==> src/rtl/conv_ctrl_pkg.sv <==
// Shared types and sizing helpers for the convolution window sequencer.
package conv_ctrl_pkg;

  typedef enum logic [2:0] {
    IDLE,
    FETCH,
    DRAIN,
    NEXT_CH,
    DONE
  } state_t;

  // Ceiling log2; returns 0 for values <= 1.
  function automatic int clog2(input int value);
    int r;
    r = 0;
    while ((1 << r) < value) r++;
    return r;
  endfunction

  // Number of 3x3 windows a w x w map produces.
  function automatic int WIN_PER_CH(input int w);
    return (w - 2) * (w - 2);
  endfunction

  // Number of pixels in one w x w channel.
  function automatic int PIX_PER_CH(input int w);
    return w * w;
  endfunction

endpackage

==> src/rtl/conv_fetch_pipe.sv <==
// Two-stage delay from memory read strobe to line-buffer pixel, with in-flight flag.
module conv_fetch_pipe #(
  parameter int DATA_WIDTH = 32
) (
  input  logic                  clk,
  input  logic                  rst,
  input  logic                  i_rd_en,
  input  logic [DATA_WIDTH-1:0] i_rd_data,
  output logic                  o_lb_valid,
  output logic [DATA_WIDTH-1:0] o_lb_data,
  output logic                  o_in_flight
);

  logic                  vld_p0_q;
  logic                  vld_p1_q;
  logic [DATA_WIDTH-1:0] data_p1_q;

  // p0: read issued last cycle, memory word present on i_rd_data
  // p1: captured word presented to the line buffer
  always_ff @(posedge clk or posedge rst) begin
    if (rst) begin
      vld_p0_q  <= 1'b0;
      vld_p1_q  <= 1'b0;
      data_p1_q <= '0;
    end else begin
      vld_p0_q <= i_rd_en;
      vld_p1_q <= vld_p0_q;
      if (vld_p0_q) data_p1_q <= i_rd_data;
    end
  end

  assign o_lb_valid  = vld_p1_q;
  assign o_lb_data   = data_p1_q;
  // A pixel counts as in flight until it has been presented on the output.
  assign o_in_flight = vld_p0_q | vld_p1_q;

endmodule

==> src/rtl/conv_window_sequencer.sv <==
// Sequences per-channel feature-memory reads into the 3x3 line buffer and
// tracks window completion for the layer scheduler.
module conv_window_sequencer
  import conv_ctrl_pkg::*;
#(
  parameter int DATA_WIDTH  = 32,
  parameter int IMAGE_WIDTH = 4,
  parameter int NUM_CHANNEL = 3,
  parameter int ADDR_WIDTH  = 16
) (
  input  logic                                    clk,
  input  logic                                    rst,
  input  logic                                    i_start,
  input  logic [ADDR_WIDTH-1:0]                   i_base_addr,
  input  logic                                    i_stall,
  output logic                                    o_rd_en,
  output logic [ADDR_WIDTH-1:0]                   o_rd_addr,
  input  logic [DATA_WIDTH-1:0]                   i_rd_data,
  output logic                                    o_lb_valid,
  output logic [DATA_WIDTH-1:0]                   o_lb_data,
  input  logic                                    i_win_valid,
  output logic [clog2(NUM_CHANNEL):0]             o_channel,
  output logic [clog2(WIN_PER_CH(IMAGE_WIDTH)):0] o_win_count,
  output logic                                    o_busy,
  output logic                                    o_ch_done,
  output logic                                    o_done
);

  localparam int PIX  = PIX_PER_CH(IMAGE_WIDTH);
  localparam int WIN  = WIN_PER_CH(IMAGE_WIDTH);
  localparam int CH_W = clog2(NUM_CHANNEL) + 1;
  localparam int WC_W = clog2(WIN) + 1;
  localparam int PC_W = clog2(PIX) + 1;

  state_t                state_q, state_d;
  logic [ADDR_WIDTH-1:0] ptr_q, ptr_d;
  logic [PC_W-1:0]       pix_q, pix_d;
  logic [WC_W-1:0]       win_q, win_d;
  logic [CH_W-1:0]       ch_q, ch_d;
  logic                  drain_ok;
  logic                  in_flight;

  // Window counter stops at the per-channel total; extra windows are an error
  // upstream and must not wrap the count back into range.
  function automatic logic [WC_W-1:0] win_sat_inc(input logic [WC_W-1:0] cnt);
    if (cnt >= WC_W'(WIN)) return cnt;
    return cnt + WC_W'(1);
  endfunction

  // Next-state and counter updates for the channel sequencing FSM.
  always_comb begin
    state_d  = state_q;
    ptr_d    = ptr_q;
    pix_d    = pix_q;
    win_d    = win_q;
    ch_d     = ch_q;
    drain_ok = 1'b0;
    if (i_win_valid && (state_q != IDLE)) win_d = win_sat_inc(win_q);
    case (state_q)
      IDLE: begin
        if (i_start) begin
          ptr_d   = i_base_addr;
          pix_d   = '0;
          win_d   = '0;
          ch_d    = '0;
          state_d = FETCH;
        end
      end
      FETCH: begin
        if (!i_stall) begin
          ptr_d = ptr_q + ADDR_WIDTH'(1);
          pix_d = pix_q + PC_W'(1);
          if (pix_q == PC_W'(PIX - 1)) state_d = DRAIN;
        end
      end
      DRAIN: begin
        // The window arriving this cycle already counts toward completion.
        if (!in_flight && (win_d == WC_W'(WIN))) begin
          drain_ok = 1'b1;
          state_d  = (ch_q == CH_W'(NUM_CHANNEL - 1)) ? DONE : NEXT_CH;
        end
      end
      NEXT_CH: begin
        ch_d    = ch_q + CH_W'(1);
        pix_d   = '0;
        win_d   = '0;
        state_d = FETCH;
      end
      DONE:    state_d = IDLE;
      default: state_d = IDLE;
    endcase
  end

  // FSM state, read pointer and counters.
  always_ff @(posedge clk or posedge rst) begin
    if (rst) begin
      state_q <= IDLE;
      ptr_q   <= '0;
      pix_q   <= '0;
      win_q   <= '0;
      ch_q    <= '0;
    end else begin
      state_q <= state_d;
      ptr_q   <= ptr_d;
      pix_q   <= pix_d;
      win_q   <= win_d;
      ch_q    <= ch_d;
    end
  end

  // Read strobe must react to stall in the same cycle.
  assign o_rd_en     = (state_q == FETCH) && !i_stall;
  assign o_rd_addr   = ptr_q;
  assign o_channel   = ch_q;
  assign o_win_count = win_q;
  assign o_busy      = (state_q != IDLE);
  assign o_ch_done   = drain_ok;
  assign o_done      = (state_q == DONE);

  conv_fetch_pipe #(
    .DATA_WIDTH(DATA_WIDTH)
  ) u_fetch_pipe (
    .clk        (clk),
    .rst        (rst),
    .i_rd_en    (o_rd_en),
    .i_rd_data  (i_rd_data),
    .o_lb_valid (o_lb_valid),
    .o_lb_data  (o_lb_data),
    .o_in_flight(in_flight)
  );

endmodule

==> config.mk <==
export PLATFORM = sky130hd
export DESIGN_NAME = conv_window_sequencer
export DESIGN_NICKNAME = d
export VERILOG_FILES = /design/src/rtl/conv_ctrl_pkg.sv /design/src/rtl/conv_fetch_pipe.sv /design/src/rtl/conv_window_sequencer.sv
export SDC_FILE = /design/constraint.sdc
export NUM_CORES = 1
export LEC_CHECK = 0
export ABC_CLOCK_PERIOD_IN_PS = 1800
export CAP_MARGIN = 40
export CELL_PAD_IN_SITES_DETAIL_PLACEMENT = 0
export CELL_PAD_IN_SITES_GLOBAL_PLACEMENT = 2
export CORE_UTILIZATION = 25
export DETAILED_ROUTE_END_ITERATION = 10
export GPL_ROUTABILITY_DRIVEN = 0
export PLACE_DENSITY = 0.78
export SYNTH_ARGS = -nofsm -noshare
export SYNTH_HDL_FRONTEND = slang
export SYNTH_SLANG_ARGS = --single-unit
==> constraint.sdc <==
create_clock -name clk -period 1.8 [get_ports clk]
set_input_delay 0.27 -clock clk [delete_from_list [all_inputs] [get_ports clk]]
set_output_delay 0.27 -clock clk [all_outputs]
set_load 0.005 [all_outputs]
==> impl_metrics.csv <==
group,metric,value,unit
power,p_leak,2.210,nW
routing,vias,2950,
finish,finalNonFillerCells,622,
sta,setup_viol,2,
sta,max_freq,517.9,MHz
finish,layout_common_cells,"clkdlybuf4s50_1 (107), dfrtp_1 (64), buf_4 (43)",
finish,n_fill_cell,1184,
run_status,outcome,"finished with violations",
die,die_area,0.01307,mm^2
power,sw_frac_of_total,32.30,%
finish,layout_commonest_cell,"clkdlybuf4s50_1",
cts,clock_latency,0.34,ns
power,powerDensity,1392,mW/mm^2
logic_synthesis,yosysUniqueCellTypes,53,
grt,antenna_found_initial,0,
cts,cts_buffers,9,
die,fp.coreArea,0.01216,mm^2
setup_path,crit_chain,"or3_4 -> and3b_4 -> a32oi_4 -> nor3_2 -> buf_2",
power,ir_worst_vdd,0.6628,mV
setup_path,cp-start-kind,"register",
logic_synthesis,synth_cells,291,
grt,grt_use_total,14.31,%
worst_hold_path,hold_class,"in -> async",
sta,rsz0062_at_grt,"yes",
routing,firstDrtPassIters,4,
run_status,violations,"negative setup slack",
logic_synthesis,ys_warn_count,0,
cts,clockBufferDepth,2,
sta,finalWorstSetupSlack,-0.1307,ns
logic_synthesis,synth_top_cell_area_share,50.79,%
routing,drt-total-wl,9.199,mm
sta,hold_slack,0.3132,ns
logic_synthesis,syn_area_per_cell,10.84,um^2
setup_path,slowest_delay,0.39,ns
setup_path,reg2reg_slack,0.01,ns
setup_path,required,1.53,ns
routing,routedWlPerCell,14.79,um
finish,antenna_cells,0,
setup_path,critical-path-top-delay-family,"simple AND/OR/NAND/NOR gates",
sta,worst_slew_pin_slew,0.4336,ns
power,p_seq_share,31.6,%
routing,drc,0,
sta,hold_viol,0,
setup_path,crit_buf_inv,1,
grt,grt_pass1_wl,14.32,mm
cts,path_clk_slew,0.05,ns
power,power.switching,2.356,mW
placed_design,dp_slack,-0.2217,ns
logic_synthesis,seq_area_frac_synth,50.79,%
placed_design,hpwl,6.375,mm
finish,nNetsFinal,510,
cts,cts_sinks,64,
placed_design,dpl.cell_count,591,
setup_path,critical_path_class,"reg -> out",
die,ioPinCount,112,
routing,antenna_left,0,
die,die_w,114.3,um
setup_path,crit_slowest_cell,"or3_4",
routing,viasPerCell,4.743,
power,internal-power,4.937,mW
grt,grt_max_degree,34,
power,clock_power_share,23.6,%
logic_synthesis,synth_edf_count,0,
die,die-height,114.3,um
sta,slew_headroom,71.04,%
logic_synthesis,async_reset_ff_share,100.0,%
finish,drive_above_1_share,27.97,%
sta,period_share,107.3,%
cts,htree_num_levels,3,
power,p_comb_share,44.8,%
cts,cts_root_buffer,"clkbuf_16",
setup_path,cp-end-kind,"output pin",
setup_path,crit_fanout,2,
routing,drt-initial-drc-count,120,
sta,skew,0.008229,ns
grt,overflow,0,
sta,period_minus_slack,1.931,ns
grt,grt_pass1_vias,2886,
die,num_rows,40,
job,maxCapViolCount,0,
logic_synthesis,synth_area_leaders,"dfrtp_1 (51%), mux2_2 (12%), a21oi_1 (5.1%)",
sta,slew_viol_final,0,
placed_design,io_buffers,111,
cts,cts_tree,"done",
sta,tns,-0.2009,ns
logic_synthesis,synth_ff_type,"dfrtp_1",
logic_synthesis,synth_seq_cells,64,
logic_synthesis,yosys.area.top_type,"dfrtp_1",
logic_synthesis,synth_area,0.003153,mm^2
setup_path,cp.arrival,1.66,ns
finish,area_growth,66.11,%
die,start_util,25.93,%
logic_synthesis,synth_nets,351,
==> power groups by stage <==
stage / registers (mW) / clock network [mW] / logic, mW
floorplan: 2.33 / 0 / 1.37
global placement: 2.31 / 0 / 2.98
detailed placement: 2.33 / 0 / 3.01
CTS: 2.30 / 1.76 / 3.11
global route: 2.38 / 1.84 / 3.56
finish: 2.30 / 1.72 / 3.27
==> worst paths after layout <==
check | end | from | cells past startpoint
worst max-delay path | o_ch_done | state_q[1]$_DFFE_PP0P_ | 5
worst min-delay path | u_fetch_pipe.o_lb_data[21]$_DFFE_PP0P_ | rst | 2
worst max register to register | o_rd_addr[14]$_DFFE_PP0P_ | state_q[2]$_DFFE_PP0P_ | 7
worst min register to register | pix_q[4]$_DFFE_PP0P_ | pix_q[4]$_DFFE_PP0P_ | 1
max in group asynchronous | o_win_count[0]$_DFF_PP0_ | rst | 3
min in group clk | pix_q[4]$_DFFE_PP0P_ | pix_q[4]$_DFFE_PP0P_ | 1
==> per-layer routing <==
layer	wire length (um)	track usage [%]	vias up
li1	-	-	1388
met1	3893	16.78	1441
met2	4285	22.34	112
met3	865	6.353	9
met4	155	6.840	0
met5	0	0	-
==> cell usage after synthesis, types with 4 or more instances <==
cell type,count
a31oi_1,4
nor2_1,20
mux2_2,34
ha_1,7
a2bb2oi_1,4
inv_1,8
buf_2,10
o21ai_0,4
nand3_1,17
o22ai_1,4
nand2_1,14
and3_1,5
dfrtp_1,64
clkbuf_1,5
o21ai_1,6
a21oi_1,32
==> final cells by class <==
cell class	instances	area, um^2	share of cell area, %
Sequential cell	64	1602	30.58
Timing Repair Buffer	165	1594	30.43
Multi-Input combinational cell	202	1510	28.83
Clock buffer	11	242.7	4.635
Tap cell	168	210.2	4.013
Clock inverter	4	45.04	0.8600
Inverter	8	33.78	0.6450
==> registers in the layout, indices dropped and copies added, names as in the netlist <==
signal / cells
u_fetch_pipe.vld_p0_q: 1
u_fetch_pipe.o_lb_valid: 1
o_win_count: 3
o_rd_addr: 16
state_q: 3
pix_q: 5
o_channel: 3
u_fetch_pipe.o_lb_data: 32
==> worst register-to-register path, cell delays in order, from the launching register on <==
cell and delay (ns):
dfrtp_1 0.38, buf_4 0.14, buf_6 0.11, or3b_4 0.42, buf_12 0.15, nor3_4 0.22, a41o_1 0.19, a21oi_1 0.06
==> through the flow <==
step / area, um^2 / power, mW / utilization (%)
final: 5238 / 7.292 / 43.07
after global routing: 5238 / 7.778 / 43.07
after CTS: 5072 / 7.181 / 41.71
after detailed placement: 4721 / 5.333 / 38.82
after global placement: 4721 / 5.286 / 38.82
after floorplan: 3157 / 3.701 / -
==> timing repair <==
item,CTS,global route
gates resized for setup,23,18
pin swaps,4,10
setup endpoints to repair,5,21
buffers inserted,5,10
hold buffers,0,0
hold endpoints to repair,0,0
cloned,0,1
==> cells by family (layout without fill, tap and decap cells) <==
family	count (synthesis)	after routing	synth area share (%)
AO/OA/AOI/OAI	72	72	14.84
XOR/XNOR	1	1	0.2778
adder cells (fa/ha/maj)	7	7	2.778
buffers and inverters	25	188	3.492
flip-flops	64	64	50.79
multiplexers	35	35	12.46
AND/OR/NAND/NOR	87	87	15.36
Power figures use the tool's default switching activity.
